$ cat src/rtl/wspr_symbol_sequencer_if.sv
// Configuration/start inputs and tone-select/transmit outputs of the WSPR symbol sequencer.
// The master side drives configuration and start; the slave side is the sequencer.
interface wspr_symbol_sequencer_if;
  logic       io_config_start;
  logic [7:0] io_config_bits_in;
  logic       io_config_valid_in;
  logic       io_rf_start;
  logic       io_config_done;
  logic       io_busy;
  logic       io_tx_en;
  logic [1:0] io_symbol;
  logic [7:0] io_symbol_index;
  logic       io_symbol_strobe;

  modport master (
    output io_config_start, io_config_bits_in, io_config_valid_in, io_rf_start,
    input  io_config_done, io_busy, io_tx_en, io_symbol, io_symbol_index, io_symbol_strobe
  );

  modport slave (
    input  io_config_start, io_config_bits_in, io_config_valid_in, io_rf_start,
    output io_config_done, io_busy, io_tx_en, io_symbol, io_symbol_index, io_symbol_strobe
  );
endinterface

$ cat src/rtl/wspr_symbol_sequencer.sv
// WSPR 4-FSK symbol sequencer: loads a packed 2-bit-per-symbol message byte by byte,
// then plays it back one symbol per SYMBOL_CYCLES clocks as a tone select plus RF enable.
module wspr_symbol_sequencer #(
  parameter int NUM_SYMBOLS   = 162,
  parameter int SYMBOL_CYCLES = 6826667,
  parameter int CNT_W         = 23
) (
  input  logic                  clock,
  input  logic                  reset,
  wspr_symbol_sequencer_if.slave io
);

  localparam int NUM_BYTES = (NUM_SYMBOLS + 3) / 4;
  localparam int PTR_W     = $clog2(NUM_BYTES);
  localparam int MEM_W     = 2 * NUM_SYMBOLS;

  localparam logic [PTR_W-1:0] LAST_BYTE = PTR_W'(NUM_BYTES - 1);
  localparam logic [CNT_W-1:0] LAST_CNT  = CNT_W'(SYMBOL_CYCLES - 1);
  localparam logic [7:0]       LAST_SYM  = 8'(NUM_SYMBOLS - 1);

  typedef enum logic [1:0] {
    ST_IDLE,
    ST_LOAD,
    ST_READY,
    ST_TX
  } state_t;

  state_t           r_state;
  state_t           w_next;
  logic [MEM_W-1:0] r_mem;
  logic [PTR_W-1:0] r_ptr;
  logic [CNT_W-1:0] r_cnt;
  logic [7:0]       r_idx;

  logic       w_write;
  logic       w_tx_go;
  logic       w_sym_end;
  logic       w_msg_end;
  logic       w_in_tx;
  logic [8:0] w_sym_base;

  // A start request during LOAD restarts the load, so it masks any byte offered that cycle.
  assign w_write   = (r_state == ST_LOAD) && !io.io_config_start && io.io_config_valid_in;
  assign w_tx_go   = (r_state == ST_READY) && io.io_rf_start && !io.io_config_start;
  assign w_sym_end = (r_state == ST_TX) && (r_cnt == LAST_CNT);
  assign w_msg_end = w_sym_end && (r_idx == LAST_SYM);

  always_ff @(posedge clock or posedge reset) begin
    if (reset) r_state <= ST_IDLE;
    else       r_state <= w_next;
  end

  always_comb begin
    // NOTE: default every always_comb output first so no path leaves it unassigned (no latch).
    w_next = r_state;
    case (r_state)
      ST_IDLE:  if (io.io_config_start) w_next = ST_LOAD;
      ST_LOAD:  if (w_write && (r_ptr == LAST_BYTE)) w_next = ST_READY;
      ST_READY: begin
        if (io.io_config_start) w_next = ST_LOAD;
        else if (io.io_rf_start) w_next = ST_TX;
      end
      ST_TX:    if (w_msg_end) w_next = ST_READY;
      default:  w_next = ST_IDLE;
    endcase
  end

  // NOTE: the message store is reset along with everything else, so an aborted load never
  // leaves stale symbols that could be mistaken for a valid message.
  always_ff @(posedge clock or posedge reset) begin
    if (reset) begin
      // NOTE: sequential state is always updated with non-blocking assignments.
      r_mem <= '0;
      r_ptr <= '0;
    end else begin
      if (io.io_config_start && (r_state != ST_TX)) begin
        r_ptr <= '0;
      end else if (w_write) begin
        r_ptr <= r_ptr + 1'b1;
      end
      // Symbols past NUM_SYMBOLS in the final byte have no storage and are dropped.
      if (w_write) begin
        for (int s = 0; s < NUM_SYMBOLS; s++) begin
          if (r_ptr == PTR_W'(s / 4)) r_mem[2*s +: 2] <= io.io_config_bits_in[2*(s%4) +: 2];
        end
      end
    end
  end

  always_ff @(posedge clock or posedge reset) begin
    if (reset) begin
      r_cnt <= '0;
      r_idx <= '0;
    end else if (w_tx_go) begin
      r_cnt <= '0;
      r_idx <= '0;
    end else if (r_state == ST_TX) begin
      if (w_sym_end) begin
        r_cnt <= '0;
        r_idx <= w_msg_end ? 8'd0 : r_idx + 8'd1;
      end else begin
        r_cnt <= r_cnt + 1'b1;
      end
    end
  end

  // Outputs decode only flop state, so no input reaches an output combinationally.
  assign w_in_tx    = (r_state == ST_TX);
  assign w_sym_base = {r_idx, 1'b0};

  assign io.io_config_done   = (r_state == ST_READY);
  assign io.io_busy          = w_in_tx;
  assign io.io_tx_en         = w_in_tx;
  assign io.io_symbol        = w_in_tx ? r_mem[w_sym_base +: 2] : 2'd0;
  assign io.io_symbol_index  = w_in_tx ? r_idx : 8'd0;
  assign io.io_symbol_strobe = w_in_tx && (r_cnt == '0);

endmodule

$ cat src/flat_wrapper.sv
// flat-port wrapper written by rule: the top's interface ports become plain ports
module wspr_symbol_sequencer_flat 
#(
  parameter int NUM_SYMBOLS   = 162,
  parameter int SYMBOL_CYCLES = 6826667,
  parameter int CNT_W         = 23
)
  (clock, reset, io_io_config_start, io_io_config_bits_in, io_io_config_valid_in, io_io_rf_start, io_io_config_done, io_io_busy, io_io_tx_en, io_io_symbol, io_io_symbol_index, io_io_symbol_strobe);
  wspr_symbol_sequencer_if io_i ();
  input  logic clock;
  input  logic reset;
  input wire logic [$bits(io_i.io_config_start)-1:0] io_io_config_start;
  input wire logic [$bits(io_i.io_config_bits_in)-1:0] io_io_config_bits_in;
  input wire logic [$bits(io_i.io_config_valid_in)-1:0] io_io_config_valid_in;
  input wire logic [$bits(io_i.io_rf_start)-1:0] io_io_rf_start;
  output wire logic [$bits(io_i.io_config_done)-1:0] io_io_config_done;
  output wire logic [$bits(io_i.io_busy)-1:0] io_io_busy;
  output wire logic [$bits(io_i.io_tx_en)-1:0] io_io_tx_en;
  output wire logic [$bits(io_i.io_symbol)-1:0] io_io_symbol;
  output wire logic [$bits(io_i.io_symbol_index)-1:0] io_io_symbol_index;
  output wire logic [$bits(io_i.io_symbol_strobe)-1:0] io_io_symbol_strobe;
  assign io_i.io_config_start = io_io_config_start;
  assign io_i.io_config_bits_in = io_io_config_bits_in;
  assign io_i.io_config_valid_in = io_io_config_valid_in;
  assign io_i.io_rf_start = io_io_rf_start;
  assign io_io_config_done = io_i.io_config_done;
  assign io_io_busy = io_i.io_busy;
  assign io_io_tx_en = io_i.io_tx_en;
  assign io_io_symbol = io_i.io_symbol;
  assign io_io_symbol_index = io_i.io_symbol_index;
  assign io_io_symbol_strobe = io_i.io_symbol_strobe;
  wspr_symbol_sequencer #(.NUM_SYMBOLS(NUM_SYMBOLS), .SYMBOL_CYCLES(SYMBOL_CYCLES), .CNT_W(CNT_W)) u_core (.clock(clock), .reset(reset), .io(io_i));
endmodule
$ cat config.mk
export PLATFORM = sky130hd
export DESIGN_NAME = wspr_symbol_sequencer_flat
export DESIGN_NICKNAME = d
export VERILOG_FILES = /design/src/rtl/wspr_symbol_sequencer_if.sv /design/src/rtl/wspr_symbol_sequencer.sv /design/src/flat_wrapper.sv
export SDC_FILE = /design/constraint.sdc
export NUM_CORES = 1
export LEC_CHECK = 0
export ABC_AREA = 1
export ABC_CLOCK_PERIOD_IN_PS = 13450
export CORE_ASPECT_RATIO = 0.5
export CORE_MARGIN = 4
export CORE_UTILIZATION = 60
export CTS_BUF_LIST = sky130_fd_sc_hd__clkbuf_4
export DETAILED_ROUTE_END_ITERATION = 12
export PLACE_DENSITY = 0.82
export SLEW_MARGIN = 20
export SYNTH_ARGS = -nofsm -noshare
export SYNTH_HDL_FRONTEND = slang
export SYNTH_SLANG_ARGS = --single-unit
$ cat constraint.sdc
create_clock -name clock -period 13.45 [get_ports clock]
set_clock_uncertainty 0.15 [all_clocks]
set_input_delay 2.0175 -clock clock [delete_from_list [all_inputs] [get_ports clock]]
set_output_delay 2.0175 -clock clock [all_outputs]
set_load 0.02 [all_outputs]
==> results.md <==
* Final Hold Viols at 0
* Vias in the first global route at ~15000
* Finish-stage setup viols at 0
* Cts hold-fix bufs at 0
* Synth cell types at just over 40
* DP Wirelength at 26600 um
* CP required at 11.28 ns
* Worst Hold End: u_core.r_mem[136]$_DFFE_PP0P_
* Resized cells post-CTS at 0
* Initial Util at between 60 and 70%
* Avg Cell Area, Syn at about 7.6 um2
* Hold WS at 0.322 ns
* DR top layer: met4
* Cell taking the most area after synthesis: dfrtp_1
* Clock tree buffer depth at 3
* Via density per instance at between 5 and 6
* Sinks on Clock Net at about 360
* Status: complete, no violations
* Wire length on met2 at about 20000 um
* Post-Syn Nets at approximately 2300
* Global route overflow at 0
* TNS Setup at 0 ns
* Max_cap viols at 0
* Iteration-0 DRC Markers at approximately 2100
* Global-route wire length before repair at between 70000 and 80000 um
* # DRC at 0
* Max_slew headroom at a little under a third
* Most frequent cell after synthesis: nand2_1
* # IOs at 27
* Core area at about 0.028 mm2
* Gr usage total at ~30%
* Crit Path Category: reg2out
* Full die area at around 0.032 mm2
* Kind of end point of the critical path: output port
* Final Slew Violations at 0
* PwrDens at between 100 and 150 mW/mm2
* Total Power at around 2.8 mW
* Post-synth EDFFs at 0
* Die Ht at ~130 um
* DR WL met3 at slightly above 5000 um
* Synthesized cell area at 0.0175 mm2
* CP startpoint: u_core.r_idx[0]$_DFFE_PP0P_
* Setup bufs post-CTS at 0
* Nets at around 2300
* CTS tree: done
* Top cells by count, synth: nand2_1, o21ai_0, dfrtp_1
* Maximum VDD drop at between 0.0001 and 0.00015 V
* Pleak at approximately 9 nW
* Worst EP arrival at ~4.7 ns
* H-tree levels at 3
* Clock transition at path regs at around 0.070 ns
* Routed vias at roughly 16000
* Maximum clock rate at about 0.15 GHz
* Seq cells post-synth at ~360
* Post-synthesis async set-or-reset flop share at 100%
* Reg2reg start: u_core.r_state[1]$_DFFE_PP0P_
* Antenna violations before repair at 1
* PortBufs at 26
* Hold Startpoint: u_core.r_mem[136]$_DFFE_PP0P_
* Largest fanout on the critical path at 77
* Layout cells sized above 1 at roughly 7.8%
* Antenna violation net count after detailed routing at 0
* Routed WL per cell at 17.2 um
* Tightest Pin Transition at 1.03 ns
* Num rows at 43
* Worst Hold Class: reg2reg
* Tcrit/Tclk final at between 50% and 60%
* Reg2reg path depth at 10
* Hold path cells at 2
* Worst r2r dst: u_core.r_idx[6]$_DFFE_PP0P_
* Startpoint type of the worst setup path: flop
* Chip width at roughly 250 um
* CTS buffer count at 82
* RSZ-0062 raised after global routing: no
* Pre-Repair DR Iteration Count at 6
* Clock Latency Late Sink at just under 0.8 ns
* YS warnings at 0
* R2R Setup Slk at 10.24 ns
* Minimum clock period at just under 7 ns
* Share of the synthesized area in the top cell type at between 50% and 60%
* Top_reg_cell synth: dfrtp_1
* Root buf cell: clkbuf_4
* GPL Wtd Cong at roughly 0.91
* Largest net degree at the start of global routing at 169
* DRT met1 WL at roughly 20000 um
* Synth top area cells: dfrtp_1, nand2_1, o21ai_0
* DRT Wirelength at between 40000 and 50000 um
* Cell count after synthesis at approximately 2300
* Area growth from synthesis to layout at 8.08%
* Register area share after synthesis at 51.9%
==> cell type report <==
| cell class | count | area [um2] |
|---|---|---|
| inverter | 176 | 671 |
| fill | 2383 | 9280 |
| sequential | 363 | 9090 |
| tap | 382 | 478 |
| clock buffer | 127 | 953 |
| clock inverter | 17 | 143 |
| antenna | 1 | 2.50 |
| multi-input combinational | 1621 | 7150 |
| timing repair buffer | 45 | 419 |
==> sequential cells by signal, indices dropped and copies added, names as in the netlist <==
signal / count
u_core.r_mem: 324
u_core.r_cnt: 23
u_core.r_idx: 8
u_core.r_ptr: 6
u_core.r_state: 2
==> cells in the final DEF, fill, tap and decap left out, types with 13 or more instances in the layout <==
| master | count |
|---|---|
| inv_1 | 171 |
| a21oi_1 | 36 |
| nor2_1 | 211 |
| nand3_1 | 87 |
| nor3_1 | 16 |
| clkbuf_4 | 127 |
| o21ai_0 | 425 |
| o21ai_1 | 13 |
| dfrtp_1 | 361 |
| clkdlybuf4s50_1 | 26 |
| buf_4 | 17 |
| nand2_1 | 746 |
==> kinds of logic (layout without fill, tap and decap cells) <==
logic type | Yosys count | count (layout) | share of synthesized area, %
AOI/OAI and AO/OA | 501 | 501 | 14.7
xor gates and xnor gates | 5 | 5 | 0.250
adders and majority gates | 9 | 9 | 0.644
buffers and inverters | 315 | 365 | 7.19
DFF | 363 | 363 | 51.9
other | 0 | 1 | 0
and+or+nand+nor | 1106 | 1106 | 25.3
==> worst max-delay path by stage <==
stage,endpoint,cells after the start
6_report,io_io_symbol[0],13
5_1_grt,io_io_symbol[1],11
3_5_place_dp,io_io_symbol[0],13
4_1_cts,io_io_symbol[0],13
3_3_place_gp,io_io_symbol[1],15
2_1_floorplan,u_core.r_cnt[0]$_DFFE_PP0P_,1
==> routing by layer <==
metal	vias up	track usage, %
li1	7372	-
met1	7283	42.1
met2	727	44.8
met3	135	9.47
met4	0	10.3
met5	-	0
==> critical path, stage by stage, from the launching register on <==
cell and delay, ns:
dfrtp_4 0.69, inv_4 0.64, buf_4 0.75, nand2_1 0.10
nand2_1 0.09, nand2_1 0.05, a21oi_1 0.16, nor2_1 0.10
nand2_1 0.09, nand3_1 0.12, nand3_1 0.10, nand3_1 0.08
a21oi_1 0.22, clkdlybuf4s50_1 0.66
==> through the flow <==
| step | utilization, % | setup WS [ns] | instances | area (um2) |
|---|---|---|---|---|
| after floorplan | - | 1.21 | 2299 | 17500 |
| after global placement | 63.2 | 7.51 | 2587 | 17800 |
| after detailed placement | 63.2 | 7.47 | 2587 | 17800 |
| after CTS | 67.0 | 6.62 | 2731 | 18900 |
| after global routing | 67.1 | 6.28 | 2732 | 18900 |
| final | 67.1 | 6.56 | 2732 | 18900 |
==> report_power, final <==
group,internal (mW),total [mW],switching (mW)
Clock,0.485,0.931,0.445
Combinational,0.201,0.635,0.433
Sequential,1.14,1.19,0.0518
Power figures use the tool's default switching activity.
